<file path="src/rtl/rv32_pkg.sv">
`default_nettype none
// +----------------------------------------------------------------------+
// | rv32_pkg                                                              |
// | Shared front-end constants: data width, reset PC, NOP, PC increment.  |
// | Revision: 1.0                                                         |
// +----------------------------------------------------------------------+
package rv32_pkg;

   localparam int          XLEN      = 32;
   localparam logic [31:0] NOP_INSTR = 32'h0000_0013;
   localparam logic [31:0] RESET_PC  = 32'h0000_0000;
   localparam logic [31:0] PC_INC    = 32'h0000_0004;

   // Sequential fetch address; wraps naturally at 2^32.
   function automatic logic [XLEN-1:0] next_seq_pc(input logic [XLEN-1:0] cur_pc);
      return cur_pc + PC_INC;
   endfunction

endpackage
`default_nettype wire

</file>
<file path="src/rtl/perf_counter.sv">
`default_nettype none
// +----------------------------------------------------------------------+
// | perf_counter                                                          |
// | Enable-gated event counter with synchronous reset; wraps on overflow. |
// | Revision: 1.0                                                         |
// +----------------------------------------------------------------------+
module perf_counter
   import rv32_pkg::*;
#(
   parameter int WIDTH = XLEN
) (
   input  logic             clk,
   input  logic             rst,
   input  logic             en,
   output logic [WIDTH-1:0] count
);

   logic [WIDTH-1:0] r_count;

   always_ff @(posedge clk) begin
      if (rst) begin
         r_count <= '0;
      end else if (en) begin
         r_count <= r_count + 1'b1;
      end
   end

   assign count = r_count;

endmodule
`default_nettype wire

</file>
<file path="src/rtl/fetch_stall_ctrl.sv">
`default_nettype none
// +----------------------------------------------------------------------+
// | fetch_stall_ctrl                                                      |
// | PC, IF/ID register and boot counter with flush/stall/predict priority.|
// | Revision: 1.0                                                         |
// +----------------------------------------------------------------------+
module fetch_stall_ctrl
   import rv32_pkg::*;
(
   input  logic            clk,
   input  logic            rst,
   input  logic            stall_ctrl,
   input  logic            stall_cnt,
   input  logic            flush,
   input  logic [XLEN-1:0] redirect_pc,
   input  logic            predict_taken,
   input  logic [XLEN-1:0] predict_target,
   input  logic [XLEN-1:0] imem_instr,
   output logic [XLEN-1:0] pc,
   output logic [1:0]      boot_cnt,
   output logic [XLEN-1:0] IF_ID_instr,
   output logic [XLEN-1:0] IF_ID_pc,
   output logic            IF_ID_valid,
   output logic            ID_EX_bubble,
   output logic [XLEN-1:0] stall_cycles,
   output logic [XLEN-1:0] flush_count
);

   logic [XLEN-1:0] r_pc;
   logic [1:0]      r_boot_cnt;
   logic [XLEN-1:0] r_if_id_instr;
   logic [XLEN-1:0] r_if_id_pc;
   logic            r_if_id_valid;
   logic            w_stall_applied;

   // A flush overrides the freeze, so that cycle is not counted as a stall.
   assign w_stall_applied = stall_cnt & ~flush;

   always_ff @(posedge clk) begin
      if (rst) begin
         r_pc          <= RESET_PC;
         r_boot_cnt    <= 2'd0;
         r_if_id_instr <= NOP_INSTR;
         r_if_id_pc    <= '0;
         r_if_id_valid <= 1'b0;
      end else begin
         if (r_boot_cnt != 2'd3) begin
            r_boot_cnt <= r_boot_cnt + 2'd1;
         end

         if (flush) begin
            r_pc          <= redirect_pc;
            r_if_id_instr <= NOP_INSTR;
            r_if_id_pc    <= redirect_pc;
            r_if_id_valid <= 1'b0;
         end else if (!stall_cnt) begin
            r_pc          <= predict_taken ? predict_target : next_seq_pc(r_pc);
            r_if_id_instr <= imem_instr;
            r_if_id_pc    <= r_pc;
            r_if_id_valid <= 1'b1;
         end
      end
   end

   perf_counter #(.WIDTH(XLEN)) u_stall_perf (
      .clk   (clk),
      .rst   (rst),
      .en    (w_stall_applied),
      .count (stall_cycles)
   );

   perf_counter #(.WIDTH(XLEN)) u_flush_perf (
      .clk   (clk),
      .rst   (rst),
      .en    (flush),
      .count (flush_count)
   );

   assign pc           = r_pc;
   assign boot_cnt     = r_boot_cnt;
   assign IF_ID_instr  = r_if_id_instr;
   assign IF_ID_pc     = r_if_id_pc;
   assign IF_ID_valid  = r_if_id_valid;
   assign ID_EX_bubble = stall_ctrl | flush;

endmodule
`default_nettype wire

</file>
<file path="config.mk">
export PLATFORM = sky130hd
export DESIGN_NAME = fetch_stall_ctrl
export DESIGN_NICKNAME = d
export VERILOG_FILES = /design/src/rtl/rv32_pkg.sv /design/src/rtl/perf_counter.sv /design/src/rtl/fetch_stall_ctrl.sv
export SDC_FILE = /design/constraint.sdc
export NUM_CORES = 1
export LEC_CHECK = 0
export ABC_AREA = 1
export ABC_CLOCK_PERIOD_IN_PS = 1900
export BUFFER_PORTS_ARGS = -buffer_cell sky130_fd_sc_hd__buf_2
export CAP_MARGIN = 10
export CORE_AREA = 2 2 132 134
export CTS_BUF_LIST = sky130_fd_sc_hd__clkbuf_16
export CTS_CLUSTER_SIZE = 8
export DETAILED_ROUTE_END_ITERATION = 10
export DIE_AREA = 0 0 134 136
export PLACE_DENSITY = 0.8
export REMOVE_ABC_BUFFERS = 1
export SLEW_MARGIN = 20
export SYNTH_ARGS = -nofsm -noshare
export SYNTH_HDL_FRONTEND = slang
export SYNTH_HIERARCHICAL = 1
export SYNTH_SLANG_ARGS = --single-unit
</file>
<file path="constraint.sdc">
create_clock -name clk -period 1.9 [get_ports clk]
set_input_delay 0.095 -clock clk [delete_from_list [all_inputs] [get_ports clk]]
set_output_delay 0.095 -clock clk [all_outputs]
set_load 0.03 [all_outputs]
</file>
==> results of run 1 <==
[routing by layer]
layer / up-vias / part of all wire (%) / wire length [um]
met5: - / 0 / 0
met2: 420 / 47 / 12640
met4: 0 / 3.3 / 873
met3: 68 / 7.8 / 2083
li1: 4837 / - / -
met1: 4383 / 42 / 11220
[what timing repair did]
action / 4_1_cts / 5_1_grt
hold buffers: 63 / 0
gates resized for setup: 0 / 3
setup endpoints to repair: 0 / 1
endpoints found under the hold margin: 64 / 0
[state kept, by name (all words and copies together) (netlist names)]
signal,cells
pc,32
u_stall_perf/count,32
IF_ID_instr,32
u_flush_perf/count,32
boot_cnt,2
IF_ID_pc,32
IF_ID_valid,1
[final cells by class]
type                       count  area share [%]
timing repair buffer         346           18.44
sequential                   163           28.60
multi-input combinational    968           40.64
antenna                        2         0.04385
inverter                     138           4.582
clock inverter                15           1.502
clock buffer                  17           3.727
tap                          225           2.467
[power by group]
part / switching [mW] / internal [mW] / total, mW
clock network: 1.54 / 1.98 / 3.51
logic: 0.770 / 0.437 / 1.21
registers: 0.131 / 3.55 / 3.68
[through the flow]
| step | utilization (%) | cells | worst slack, ps | cell area, um^2 |
|---|---|---|---|---|
| after floorplan | - | 1269 | -306.4 | 8414 |
| after global placement | 60.31 | 1777 | 296.6 | 10180 |
| after detailed placement | 60.31 | 1777 | 242.8 | 10180 |
| after CTS | 67.58 | 1872 | 91.88 | 11400 |
| after global routing | 67.63 | 1874 | 4.636 | 11410 |
| final | 67.63 | 1874 | 110.1 | 11410 |
[final timing paths]
| kind | from | to | slack (ps) |
|---|---|---|---|
| max reg2reg | pc[3] | pc[4] | 110 |
| min | redirect_pc[19] | IF_ID_pc[19] | 20 |
| min reg2reg | IF_ID_instr[10] | IF_ID_instr[10] | 460 |
| max | pc[3] | pc[4] | 110 |
[worst reg2reg max path: stages (launching register included)]
cell,delay (ps)
dfxtp_1,420
ha_2,250
nand2_2,90
inv_1,80
o21ai_1,70
o211ai_1,110
a31oi_1,100
dlygate4sd3_1,570
[cell families after synthesis]
family | count (synthesis) | synth area share (%)
compound gates | 193 | 12.11
simple gates | 759 | 39.67
flops | 163 | 37.78
xor+xnor | 12 | 1.217
fa+ha+maj | 4 | 0.5794
buf+inv | 185 | 8.647
[placed cells by master, fill, tap and decap left out, types with 3 or more instances in the layout]
cell	count
nand2_1	374
buf_2	265
nor2_1	178
dfxtp_1	162
inv_1	129
a21oi_1	95
nand3_1	94
dlygate4sd3_1	63
o21ai_0	54
nand2_2	30
a31oi_1	27
nor2_2	27
nor2_4	25
nand4_1	18
clkbuf_16	17
buf_4	17
inv_2	7
o211ai_1	7
xor2_1	6
xnor2_1	6
a31o_2	4
inv_6	4
o21a_1	4
ha_1	3
clkinvlp_4	3
clkinv_4	3
==> metrics.txt, run 1 <==
status complete, no violations; Residual DRC 0; Hold Vio Cnt, Final 0; Yosys top cell area share 37.78%; CP Launch Type register; Avg WL per Cell 14.31 um; worst-case reg-to-reg path depth 7; Max Cap Violations 0; CP max stage cell dlygate4sd3_1; CP cell instances ha_2, nand2_2, inv_1, o21ai_1, o211ai_1, a31oi_1, dlygate4sd3_1; max incr delay on CP between 500 and 600 ps; overall power around 8.4 mW; asr flop ratio synth 0%; worst-case clock buffer depth 2; layout cells sized above 1 approximately a quarter; number of I/O pins 266; first-pass GRT wire length between 40,000 and 50,000 um; gr ovfl total 0; Placeable Area 16,880 um^2; count leader, synth nand2_1; Initial Utilization 51.19%; endpoints failing setup 0; Reg area around 3300 um^2; final period utilization between 90% and 100%; Yosys warning count 6; cell taking the most area after synthesis dfxtp_1; Yosys reg bits about 160; Final Max Slew Viols 0; initial drt markers 662; Setup crit end kind register; Post-Syn Area 8638 um^2; TritonCTS Sinks between 150 and 200; Static Leak 5.238 nW; WP depth 7; met1 Track Usage GR a little over a third; CTS tree built; Post-synth EDFFs 0; CTS clk-pin slew, worst paths approximately 70 ps; WP buf/inv 2; Post-CTS Repair Setup Buffers 0; Detailed Route WL 26,820 um; crit path DAT 2090 ps; most common library cells after synthesis nand2_1, nor2_1, dfxtp_1; cell count after synthesis between 1k and 1.5k; RSZ-0062 raised after global routing false; sequential share of the synthesized area roughly 38%; Max VDD drop 0.0007322 V; Crit Path Max Fanout 5; Multi-input gate area 4638 um^2; Fmax achieved ~0.56 GHz; Worst slew margin 49.52%; setup TNS 0 ps; Fin Clk Skew 10.32 ps; Slew @ Worst Pin 756.3 ps; initial antenna violation count 2; Yosys cell types 34; Num CTS Buffers 17; Tmin final 1790 ps; largest net degree at the start of global routing 34; grt peak-use layer met2; post-synthesis area per instance 6.564 um^2; root buf cell clkbuf_16; width of the die 134 um; Die Footprint 18,220 um^2; Die Ht 136 um; Cell Rows 48; GR met3 Demand/Resource 5.779%; Hold Path Class in -> reg; critical setup path kind reg -> reg; Placer Congestion 0.8930; largest cells by area after synthesis dfxtp_1, nand2_1, nor2_1, inv_1, a21oi_1; hold-critical path depth 3; critical path data required time 2200 ps; via count approximately 9.7k; clk_lat worst skew 420 ps; nets 1,740; Pre-antenna DRT Iters 7; fill cell count 1,462; hold_ws 21.07 ps; antenna-violating nets left 0; Port-buffer cells ~270; drt via density between 5 and 6; Synth Flop Type dfxtp_1; vias in the first global route 8,841; kind of cell adding the most delay to the critical path buffers and inverters; area grow syn2layout 32.13%; Max H-tree Level 4; All-Layer GR Usage between 20 and 30%; met2 Use GR between 40% and 50%; Power Density 735.6 nW/um^2; Final HPWL DP 19,080 um
(Power assumes the default switching activity.)
==> run 2: changes to the inputs <==
--- a/config.mk
+++ b/config.mk
@@ -15,7 +15,6 @@
 export DETAILED_ROUTE_END_ITERATION = 10
 export DIE_AREA = 0 0 134 136
 export PLACE_DENSITY = 0.8
-export REMOVE_ABC_BUFFERS = 1
 export SLEW_MARGIN = 20
 export SYNTH_ARGS = -nofsm -noshare
 export SYNTH_HDL_FRONTEND = slang
==> metrics.txt, run 2 (synthesis gave the netlist of run 1 again) <==
Max VDD drop 0.0006787 V; nets 1,743; Die Footprint 18,220 um^2; Port-buffer cells roughly 270; Max Cap Violations 0; most frequent cells in the layout nand2_1, buf_2, nor2_1, dfxtp_1, inv_1; Cell Rows 48; CTS tree built; Hold Path Class in -> reg; Initial Utilization 51.19%; worst-case clock buffer depth 2; final period utilization 95.71%; Setup crit end kind register; TritonCTS Sinks 163; All-Layer GR Usage 28.33%; Tmin final 1819 ps; Post-CTS Repair Setup Buffers 0; initial antenna violation count 2; WP buf/inv 2; status complete, no violations; clk_lat worst skew approximately 430 ps; most common cell after layout, fill and taps aside nand2_1; Static Leak approximately 5.2 nW; RSZ-0062 raised after global routing false; drt via density approximately 5.2; Synthesized Nets 1,422; Hold Vio Cnt, Final 0; setup TNS 0 ps; width of the die 134 um; CTS clk-pin slew, worst paths 70 ps; Crit Path Max Fanout 6; area grow syn2layout 32.57%; Residual DRC 0; first-pass GRT wire length 42,060 um; max incr delay on CP 580 ps; largest net degree at the start of global routing 55; layout cells sized above 1 25.15%; CP max stage cell dlygate4sd3_1; antenna-violating nets left 0; fill cell count around 1.5k; endpoints failing setup 0; Final HPWL DP approximately 19,000 um; Num CTS Buffers 17; critical path data required time 2260 ps; via count 9,694; Max H-tree Level 4; Placeable Area 16,880 um^2; number of I/O pins roughly 270; Die Ht 136 um; Slew @ Worst Pin 732.1 ps; gr ovfl total 0; CP cell instances ha_1, nand2_2, inv_1, o21ai_1, o211ai_1, a31oi_1, dlygate4sd3_1; kind of cell adding the most delay to the critical path buffers and inverters; Avg WL per Cell about 14 um; vias in the first global route just under 9k; Pre-antenna DRT Iters 5; Final Max Slew Viols 0; Fmax achieved 0.5499 GHz; root buf cell clkbuf_16; Power Density 734.1 nW/um^2; Worst slew margin approximately 50%; critical setup path kind reg -> reg; CP Launch Type register; R2R Setup Slk between 80 and 90 ps; Fin Clk Skew between 10 and 15 ps; Detailed Route WL 26,390 um; Placer Congestion 0.9156; initial drt markers 631; Core Util, Final 67.86%; crit path DAT 2180 ps
[run 2: cell count changes in the layout (fill, tap and decap cells not counted), sizes merged]
cell,previous run,this run
dlygate4sd3,63,68
inv,144,143
clkinvlp,3,4
buf,283,281
[run 2: layout make-up]
type	instances	area, um^2	share of cell area, %
multi-input combinational	968	4631	40.43
sequential	163	3263	28.49
timing repair buffer	349	2152	18.79
inverter	138	523.0	4.567
clock buffer	17	425.4	3.715
tap	225	281.5	2.458
clock inverter	15	171.4	1.497
antenna	2	5.005	0.04370
[run 2: path summary, 6_finish.rpt]
| check | from | endpoint | cells past startpoint |
|---|---|---|---|
| max | pc[2] | pc[4] | 7 |
| min | redirect_pc[5] | pc[5] | 3 |
| max reg2reg | pc[2] | pc[4] | 7 |
| min reg2reg | IF_ID_instr[9] | IF_ID_instr[9] | 2 |
[run 2: worst register-to-register path, delay by kind of cell (launching register included)]
kind,cells,cell delay [ps]
and+or+nand+nor,1,110
buffers and inverters,2,630
DFF,1,360
adders and majority gates,1,250
AOI/OAI and AO/OA,3,400
[run 2: layer usage]
layer	track usage, %	part of all wire, %	vias up	wire length [um]
li1	-	-	4855	-
met3	5.518	6.0	65	1574
met4	11.70	3.2	0	853
met2	47.18	48	376	12540
met5	0	0	-	0
met1	36.05	43	4398	11430
[run 2: repair_timing]
| item | in CTS | in global routing |
|---|---|---|
| hold buffers | 68 | 0 |
| hold endpoints to repair | 67 | 0 |
| resized for setup | 0 | 1 |
| setup endpoints to repair | 0 | 1 |
[run 2: power breakdown]
| group | total (mW) | internal [mW] | switching [mW] |
|---|---|---|---|
| Clock | 3.52 | 1.97 | 1.55 |
| Sequential | 3.67 | 3.55 | 0.127 |
| Combinational | 1.21 | 0.443 | 0.766 |
| Total | 8.41 | 5.96 | 2.44 |
[run 2: per-stage QoR]
step	hold WS [ps]	setup slack (ps)	cells	power [mW]	cell area, um^2
floorplan	208.2	193.3	1316	4.433	8638
global placement	293.0	299.4	1775	4.816	10170
detailed placement	298.1	247.4	1775	4.831	10170
CTS	3.975	90.53	1875	8.447	11450
global route	39.03	4.395	1877	8.720	11450
finish	22.92	81.48	1877	8.407	11450
